==> config.mk <==
export PLATFORM = sky130hd
export DESIGN_NAME = serial_adder6
export DESIGN_NICKNAME = d
export VERILOG_FILES = /design/src/rtl/serial_adder6.sv
export SDC_FILE = /design/constraint.sdc
export NUM_CORES = 1
export LEC_CHECK = 0
export CORE_AREA = 2 2 59 61
export CTS_CLUSTER_SIZE = 25
export DETAILED_ROUTE_END_ITERATION = 8
export DIE_AREA = 0 0 61 63
export PLACE_DENSITY_LB_ADDON = 0.1
export SYNTH_ARGS = -nofsm -noshare
export SYNTH_HDL_FRONTEND = slang
export SYNTH_SLANG_ARGS = --single-unit
==> constraint.sdc <==
create_clock -name clk -period 1.3 [get_ports clk]
set_clock_uncertainty 0.2 [all_clocks]
set_input_delay 0.26 -clock clk [delete_from_list [all_inputs] [get_ports clk]]
set_output_delay 0.26 -clock clk [all_outputs]
set_load 0.1 [all_outputs]
==> src/rtl/serial_adder6.sv <==
// serial_adder6: bit-serial 6-bit adder (IDLE/RUN/DONE FSM); optional overflow flag via OVERFLOW_FLAG_EN
module serial_adder6 (
    input  logic       clk,
    input  logic       reset,
    input  logic       start,
    input  logic [5:0] a,
    input  logic [5:0] b,
    input  logic       carryIn,
    output logic [5:0] sum,
    output logic       carryOut,
    output logic       busy,
    output logic       done
`ifdef OVERFLOW_FLAG_EN
    ,
    output logic       overflow
`endif
);
    typedef enum logic [1:0] {IDLE, RUN, DONE} state_t;
    state_t     r_state;
    logic [5:0] r_a;
    logic [5:0] r_b;
    logic [4:0] r_res;
    logic       r_c;
    logic [2:0] r_cnt;
    logic       w_s;
    logic       w_co;
    assign w_s  = r_a[0] ^ r_b[0] ^ r_c;
    assign w_co = (r_a[0] & r_b[0]) | (r_c & (r_a[0] ^ r_b[0]));
    // At the bit-5 edge the LSBs of A/B are the original sign bits, so the
    // final sum/carry/overflow are formed directly from the live full-adder.
    always_ff @(posedge clk or posedge reset) begin
        if (reset) begin
            r_state  <= IDLE;
            r_a      <= '0;
            r_b      <= '0;
            r_res    <= '0;
            r_c      <= 1'b0;
            r_cnt    <= '0;
            sum      <= '0;
            carryOut <= 1'b0;
            busy     <= 1'b0;
            done     <= 1'b0;
`ifdef OVERFLOW_FLAG_EN
            overflow <= 1'b0;
`endif
        end else begin
            case (r_state)
                IDLE: if (start) begin
                    r_a     <= a;
                    r_b     <= b;
                    r_c     <= carryIn;
                    r_cnt   <= '0;
                    busy    <= 1'b1;
                    r_state <= RUN;
                end
                RUN: begin
                    r_res <= {w_s, r_res[4:1]};
                    r_a   <= r_a >> 1;
                    r_b   <= r_b >> 1;
                    r_c   <= w_co;
                    r_cnt <= r_cnt + 3'd1;
                    if (r_cnt == 3'd5) begin
                        sum      <= {w_s, r_res};
                        carryOut <= w_co;
`ifdef OVERFLOW_FLAG_EN
                        overflow <= (r_a[0] == r_b[0]) && (w_s != r_a[0]);
`endif
                        busy     <= 1'b0;
                        done     <= 1'b1;
                        r_state  <= DONE;
                    end
                end
                DONE: begin
                    done    <= 1'b0;
                    r_state <= IDLE;
                end
                default: r_state <= IDLE;
            endcase
        end
    end
endmodule

==> out/metrics.cfg, run 1 <==
[status]
status = finished with violations
violations = setup timing

[sta]
finalHoldViolations = 0
rsz0062_at_grt = yes
min_period_ns = 1.47
clock.fmax_mhz = 681
drv_slew = 0
worst_pin_slew_ns = 0.272
tns_ns = -3.81
setup_viol = 38
hold_ws_ns = 0.0536
fin_crit_sh_pct = 113
slew_headroom_pct = 81.8
worst_slack_ns = -0.169

[hold_path]
hold_path_class = in2async

[worst_setup_path]
crit_family = adder cells
crit_arrival_ns = 1.50
path_class = reg2reg
critPathSlowestCell = fa_2
rrSetupSlack_ns = -0.17
cp-end-kind = flip-flop
r2r_cells = 2
slowest_delay_ns = 0.47
r2r_end = sum[5]
cp_cell_sequence = fa_2, mux2_2
start_kind = flip-flop
required_ns = 1.33
path_depth = 2
cp_max_fo = 2
crit-reg2reg-launch = r_b[0]
worst-path-buf-inv = 0

[cts]
postCtsHoldBufs = 0
cts_tree = built
clkTransAtPathRegs_ns = 0.10
cts_buffers = 5
cts.path.max_buffers = 2
cts_sinks = 32
htreeDepth = 2
clkLatencyLatePin_ns = 0.34
ctsRootBufferMaster = clkbuf_4

[final_layout]
drive_gt1_share_pct = 62.0
post-route-cell-area_um2 = 2450
nFillCells = 221
final_cell_mix = buf_4 (26), dfrtp_1 (23), clkdlybuf4s50_1 (14), buf_12 (11)
antenna_cells = 0
area_delta_synth_final_pct = 72.1
final_common_cell = buf_4
finalNonFillerCells = 233
fin_nets = 205

[placed_design]
dp_hpwl_mm = 2.19
placed_area_um2 = 1990
numPortBuffers = 24
dp.cells = 208
place.gp.congestion = 0.828

[drt]
antenna_left = 0
wl_met2_mm = 1.98
drt-wirelength-per-cell_um = 16.2
first_pass_iters = 4
drt-met1-wl_mm = 1.56
wl_mm = 3.78
dr_wl_met3_um = 121
viasPerCell = 5.17
vias = 1205
first_iter_violations = 23
drc = 0
highest_layer = met4

[grt]
grt_pass1_vias = 1272
grt_antenna_before_repair = 0
grt_max_degree = 33
grt_usage_pct = 22.3
grt_overflow = 0
grt_pass1_wl_mm = 6.11

[logic_synthesis]
synth_top_family_by_area = compound AO/OA/AOI/OAI gates
synthAdderAreaFrac_pct = 3.16
synth_area_leaders = dfrtp_1 (56%), mux2_2 (9.5%), o221a_2 (3.2%)
synth.top_cell.area_share_pct = 56.2
synth-compound-area-share_pct = 14.5
synth_top_cell_by_area = dfrtp_1
synth_nets = 140
synth_seq_cells = 32
avgSynthCellArea_um2 = 11.8
ys_seq_area_share_pct = 56.2
synthMuxAreaShare_pct = 9.48
synthXorXnorAreaFrac_pct = 0
syn_area_um2 = 1430
yosys_warnings = 0
yosys.area_share.simple_pct = 12.0
synth.distinct_cells = 24
syn_inst = 121

[floorplan]
die_h_um = 63
io_pins = 25
die_w_um = 61
rows = 21
die_area_um2 = 3840
core_um2 = 3230
start_util_pct = 44.1

[pwr]
p_per_area_nw_per_um2 = 2800
ir_worst_vdd_mv = 1.14
power_leakage_nw = 1.06
power_mw = 6.87

[run]
drv_cap = 0

==> per-stage QoR <==
stage / worst slack (ns) / util (%)
global route: -0.202 / 75.9
CTS: -0.164 / 70.9
finish: -0.169 / 75.9
global placement: -0.468 / 61.5
detailed placement: -0.525 / 61.5
floorplan: -0.120 / -
==> synthesized netlist by cell type <==
library cell / number
o221a_2: 4
buf_2: 2
nor3_1: 5
nor3b_1: 5
a221oi_1: 3
nand2_1: 7
a31oi_1: 1
nand3_4: 1
o22ai_1: 1
o22a_1: 4
o21ai_0: 7
mux2_2: 12
clkbuf_1: 1
fa_1: 1
nand3b_1: 2
ha_1: 2
dfrtp_1: 32
o21bai_1: 1
inv_1: 10
a32o_1: 1
nor2_1: 5
a21oi_1: 7
buf_4: 2
nor2b_1: 5
==> tightest hold or removal path: cells and delay by family <==
family   cells  cell delay (ns)
buf+inv      3             0.70
==> power breakdown <==
group / switching [mW] / leakage [nW] / total [mW] / internal (mW)
Clock: 0.333 / 0.0326 / 0.599 / 0.267
Combinational: 2.19 / 0.653 / 4.36 / 2.17
Sequential: 0.418 / 0.371 / 1.91 / 1.49
==> per-layer routing <==
metal	up-vias	GRT usage [%]
li1	564	-
met1	605	27.5
met2	27	35.8
met3	9	6.21
met4	0	9.78
met5	-	0
==> what timing repair did <==
| item | 4_1_cts | 5_1_grt |
|---|---|---|
| buffers inserted | 9 | 8 |
| pin swaps | 8 | 21 |
| setup endpoints to repair | 39 | 41 |
| gates cloned | 2 | 0 |
| gates resized for setup | 39 | 27 |
| hold endpoints to repair | 0 | 0 |
==> state kept, by name (all words and copies together), names as in the netlist, 2 cells and up <==
name and cells:
r_b 6, r_cnt 3, r_res 5, r_state 2
r_a 6, sum 6
==> how the worst max path moves through the flow <==
stage	from	endpoint	slack, ns
2_1_floorplan	r_c	r_res[4]	-0.12
3_3_place_gp	start	r_b[2]	-0.47
3_5_place_dp	start	r_a[2]	-0.53
4_1_cts	r_c	sum[5]	-0.16
5_1_grt	r_cnt[1]	sum[3]	-0.20
6_report	r_b[0]	sum[5]	-0.17
==> cell type report <==
| cell class | count | area, um^2 | share of cell area, % |
|---|---|---|---|
| inverter | 10 | 41.3 | 1.68 |
| tap | 46 | 57.6 | 2.35 |
| multi-input combinational | 75 | 790 | 32.2 |
| timing repair buffer | 62 | 693 | 28.3 |
| sequential | 32 | 812 | 33.1 |
| clock buffer | 8 | 58.8 | 2.40 |
==> logic make-up (layout without fill, tap and decap cells) <==
group           after synthesis  after routing
buf+inv                      15             80
fa+ha+maj                     3              3
compound gates               29             29
mux                          12             12
flops                        32             32
simple gates                 30             31
Note: power is estimated with default switching activity, not from simulation.
==> inputs of run 2 (changes only) <==
- CAP_MARGIN: not set -> 20
- PLACE_DENSITY: not set -> 0.72
- PLACE_DENSITY_LB_ADDON: 0.1 -> not set
==> run 2 against run 1 <==
The run still ends with setup timing left. Total power rose by 0.22%. First-iteration DRC count rose by 87%. Non-clock buffer count is 2 higher. Hold slack got worse by 0.0084 ns. Clock power down 4.7%. Highest routed layer unchanged. Largest cell class unchanged. Sequential power about the same. Worst setup slack got worse by 0.0049 ns. Flip-flop and latch count is the same. Count of clock-buffer cells in the layout decreased by 3.
==> out/metrics.cfg, run 2 (same netlist as run 1, synthesis figures left out) <==
[status]
status = finished with violations
violations = setup timing

[placed_design]
dp_hpwl_mm = 2.24  ; +2.4%
dp.cells = 213  ; +2.4%
placed_area_um2 = 2020  ; +1.9%
numPortBuffers = 24  ; unchanged
place.gp.congestion = 0.811  ; -2.1%
dp_slack_ns = -0.421  ; +0.105 ns

[sta]
fin_crit_sh_pct = 113  ; +0.38 points
tns_ns = -4.00  ; -0.186 ns
clock.fmax_mhz = 679  ; -0.33%
rsz0062_at_grt = yes
worst_pin_slew_ns = 0.351  ; +0.0785 ns
worst_slack_ns = -0.174  ; -0.00491 ns
hold_ws_ns = 0.0451  ; -0.00843 ns
setup_viol = 40  ; +5.3%
slew_headroom_pct = 76.4  ; -5.4 points
finalHoldViolations = 0  ; unchanged
drv_slew = 0  ; unchanged
min_period_ns = 1.47  ; +0.00491 ns

[drt]
vias = 1243  ; +3.2%
wl_mm = 4.06  ; +7.4%
drt-wirelength-per-cell_um = 17.4  ; +6.9%
first_pass_iters = 4  ; unchanged
antenna_left = 0  ; unchanged
viasPerCell = 5.31  ; +2.7%
first_iter_violations = 43  ; +87%
drc = 0  ; unchanged

[cts]
cts_sinks = 32  ; unchanged
cts_buffers = 5  ; unchanged
clkTransAtPathRegs_ns = 0.11  ; about the same
cts.path.max_buffers = 2  ; unchanged
ctsRootBufferMaster = clkbuf_4
clkLatencyLatePin_ns = 0.35  ; about the same
cts_tree = built
htreeDepth = 2  ; unchanged

[pwr]
ir_worst_vdd_mv = 1.31  ; +14%
power_leakage_nw = 1.09  ; +3.4%
internal-power_mw = 3.87  ; -1.4%
swShare_pct = 43.7  ; +0.93 points
p_per_area_nw_per_um2 = 2800  ; about the same
combPwrFrac_pct = 63.7  ; +0.3 points
power_frac_seq_pct = 28.0  ; +0.2 points
power_mw = 6.88  ; +0.22%
p_sw_mw = 3.01  ; +2.4%
p_clk_share_pct = 8.3  ; -0.4 points

[worst_setup_path]
start_kind = flip-flop
path_depth = 6  ; +4
path_class = reg2reg
worst_path_most_repeated_cell = buf_6
cp-end-kind = flip-flop
required_ns = 1.37  ; +0.04 ns
worst-path-buf-inv = 3  ; +3
cp_cell_sequence = buf_6, buf_12, o21bai_4, buf_6, nand2_2, o21ai_1
cp_max_fo = 7  ; +5
slowest_delay_ns = 0.43  ; -0.04 ns
r2r_cells = 6  ; +4
crit_family = buffers and inverters
crit-reg2reg-launch = r_state[0]
crit_arrival_ns = 1.55  ; +0.05 ns
setup.worst_path.start = r_state[0]
critPathSlowestCell = dfrtp_1

[floorplan]
core_um2 = 3230  ; unchanged
die_w_um = 61  ; unchanged
die_h_um = 63  ; unchanged
io_pins = 25  ; unchanged
rows = 21  ; unchanged
die_area_um2 = 3840  ; unchanged
start_util_pct = 44.1  ; unchanged

[final_layout]
post-route-cell-area_um2 = 2460  ; +0.26%
drive_gt1_share_pct = 60.6  ; -1.4 points
fin_nets = 206  ; +0.49%
final_common_cell = buf_4
utilization_pct = 76.1  ; +0.19 points
final_cell_mix = buf_4 (23), dfrtp_1 (22), clkdlybuf4s50_1 (15), buf_6 (13), buf_12 (11)
antenna_cells = 0  ; unchanged
finalNonFillerCells = 234  ; +0.43%
reg.largest.list = r_a: 6 flops, r_b: 6 flops, sum: 6 flops
area_delta_synth_final_pct = 72.5

[hold_path]
hold_path_class = in2async

[grt]
grt_pass1_vias = 1298  ; +2.0%
grt_max_degree = 33  ; unchanged
grt_overflow = 0  ; unchanged
grt_antenna_before_repair = 0  ; unchanged
grt_pass1_wl_mm = 6.04  ; -1.1%
grt_usage_pct = 21.8  ; -0.56 points

[run]
drv_cap = 0  ; unchanged

-- run 2: what timing repair did --
| item | in CTS | in global routing |
|---|---|---|
| hold endpoints to repair | 0 | 0 |
| pin swaps | 16 | 9 |
| gates resized for setup | 47 | 21 |
| hold buffers | 0 | 0 |
| cloned | 2 | 0 |
| buffers inserted | 5 | 6 |
| endpoints found under the setup margin | 40 | 41 |
-- run 2: area by class of cell --
type | count | area [um^2]
Sequential cell | 32 | 813
Inverter | 10 | 40.0
Timing Repair Buffer | 64 | 709
Tap cell | 46 | 57.6
Multi-Input combinational cell | 74 | 782
Clock buffer | 5 | 37.5
Clock inverter | 3 | 18.8
Fill cell | 202 | 773
-- run 2: metal layers --
metal	vias up	wire, um	GRT usage (%)	share of wire [%]
met1	615	1580	24.7	39
met4	0	131	9.51	3.2
met3	14	189	6.00	4.7
met5	-	0	0	0
li1	564	-	-	-
met2	50	2160	37.1	53
-- run 2: path summary, 6_finish.rpt --
path,end,slack [ns]
setup / recovery,r_cnt[0],-0.17
hold / removal,r_b[0],0.05
setup reg to reg,r_cnt[0],-0.17
hold reg to reg,r_b[5],0.32
max in group asynchronous,sum[3],0.67
min in group clk,r_a[5],0.26
-- run 2: worst min-delay path, delay by kind of cell --
kind                   cells  cell delay (ns)
buffers and inverters      3             0.70
-- run 2: power by group through the flow --
stage	combinational [mW]	clock (mW)	sequential (mW)
2_1_floorplan	1.17	0	2.71
3_3_place_gp	3.31	0	1.84
3_5_place_dp	3.39	0	1.87
4_1_cts	3.96	0.575	1.89
5_1_grt	4.60	0.633	1.96
6_report	4.38	0.571	1.93
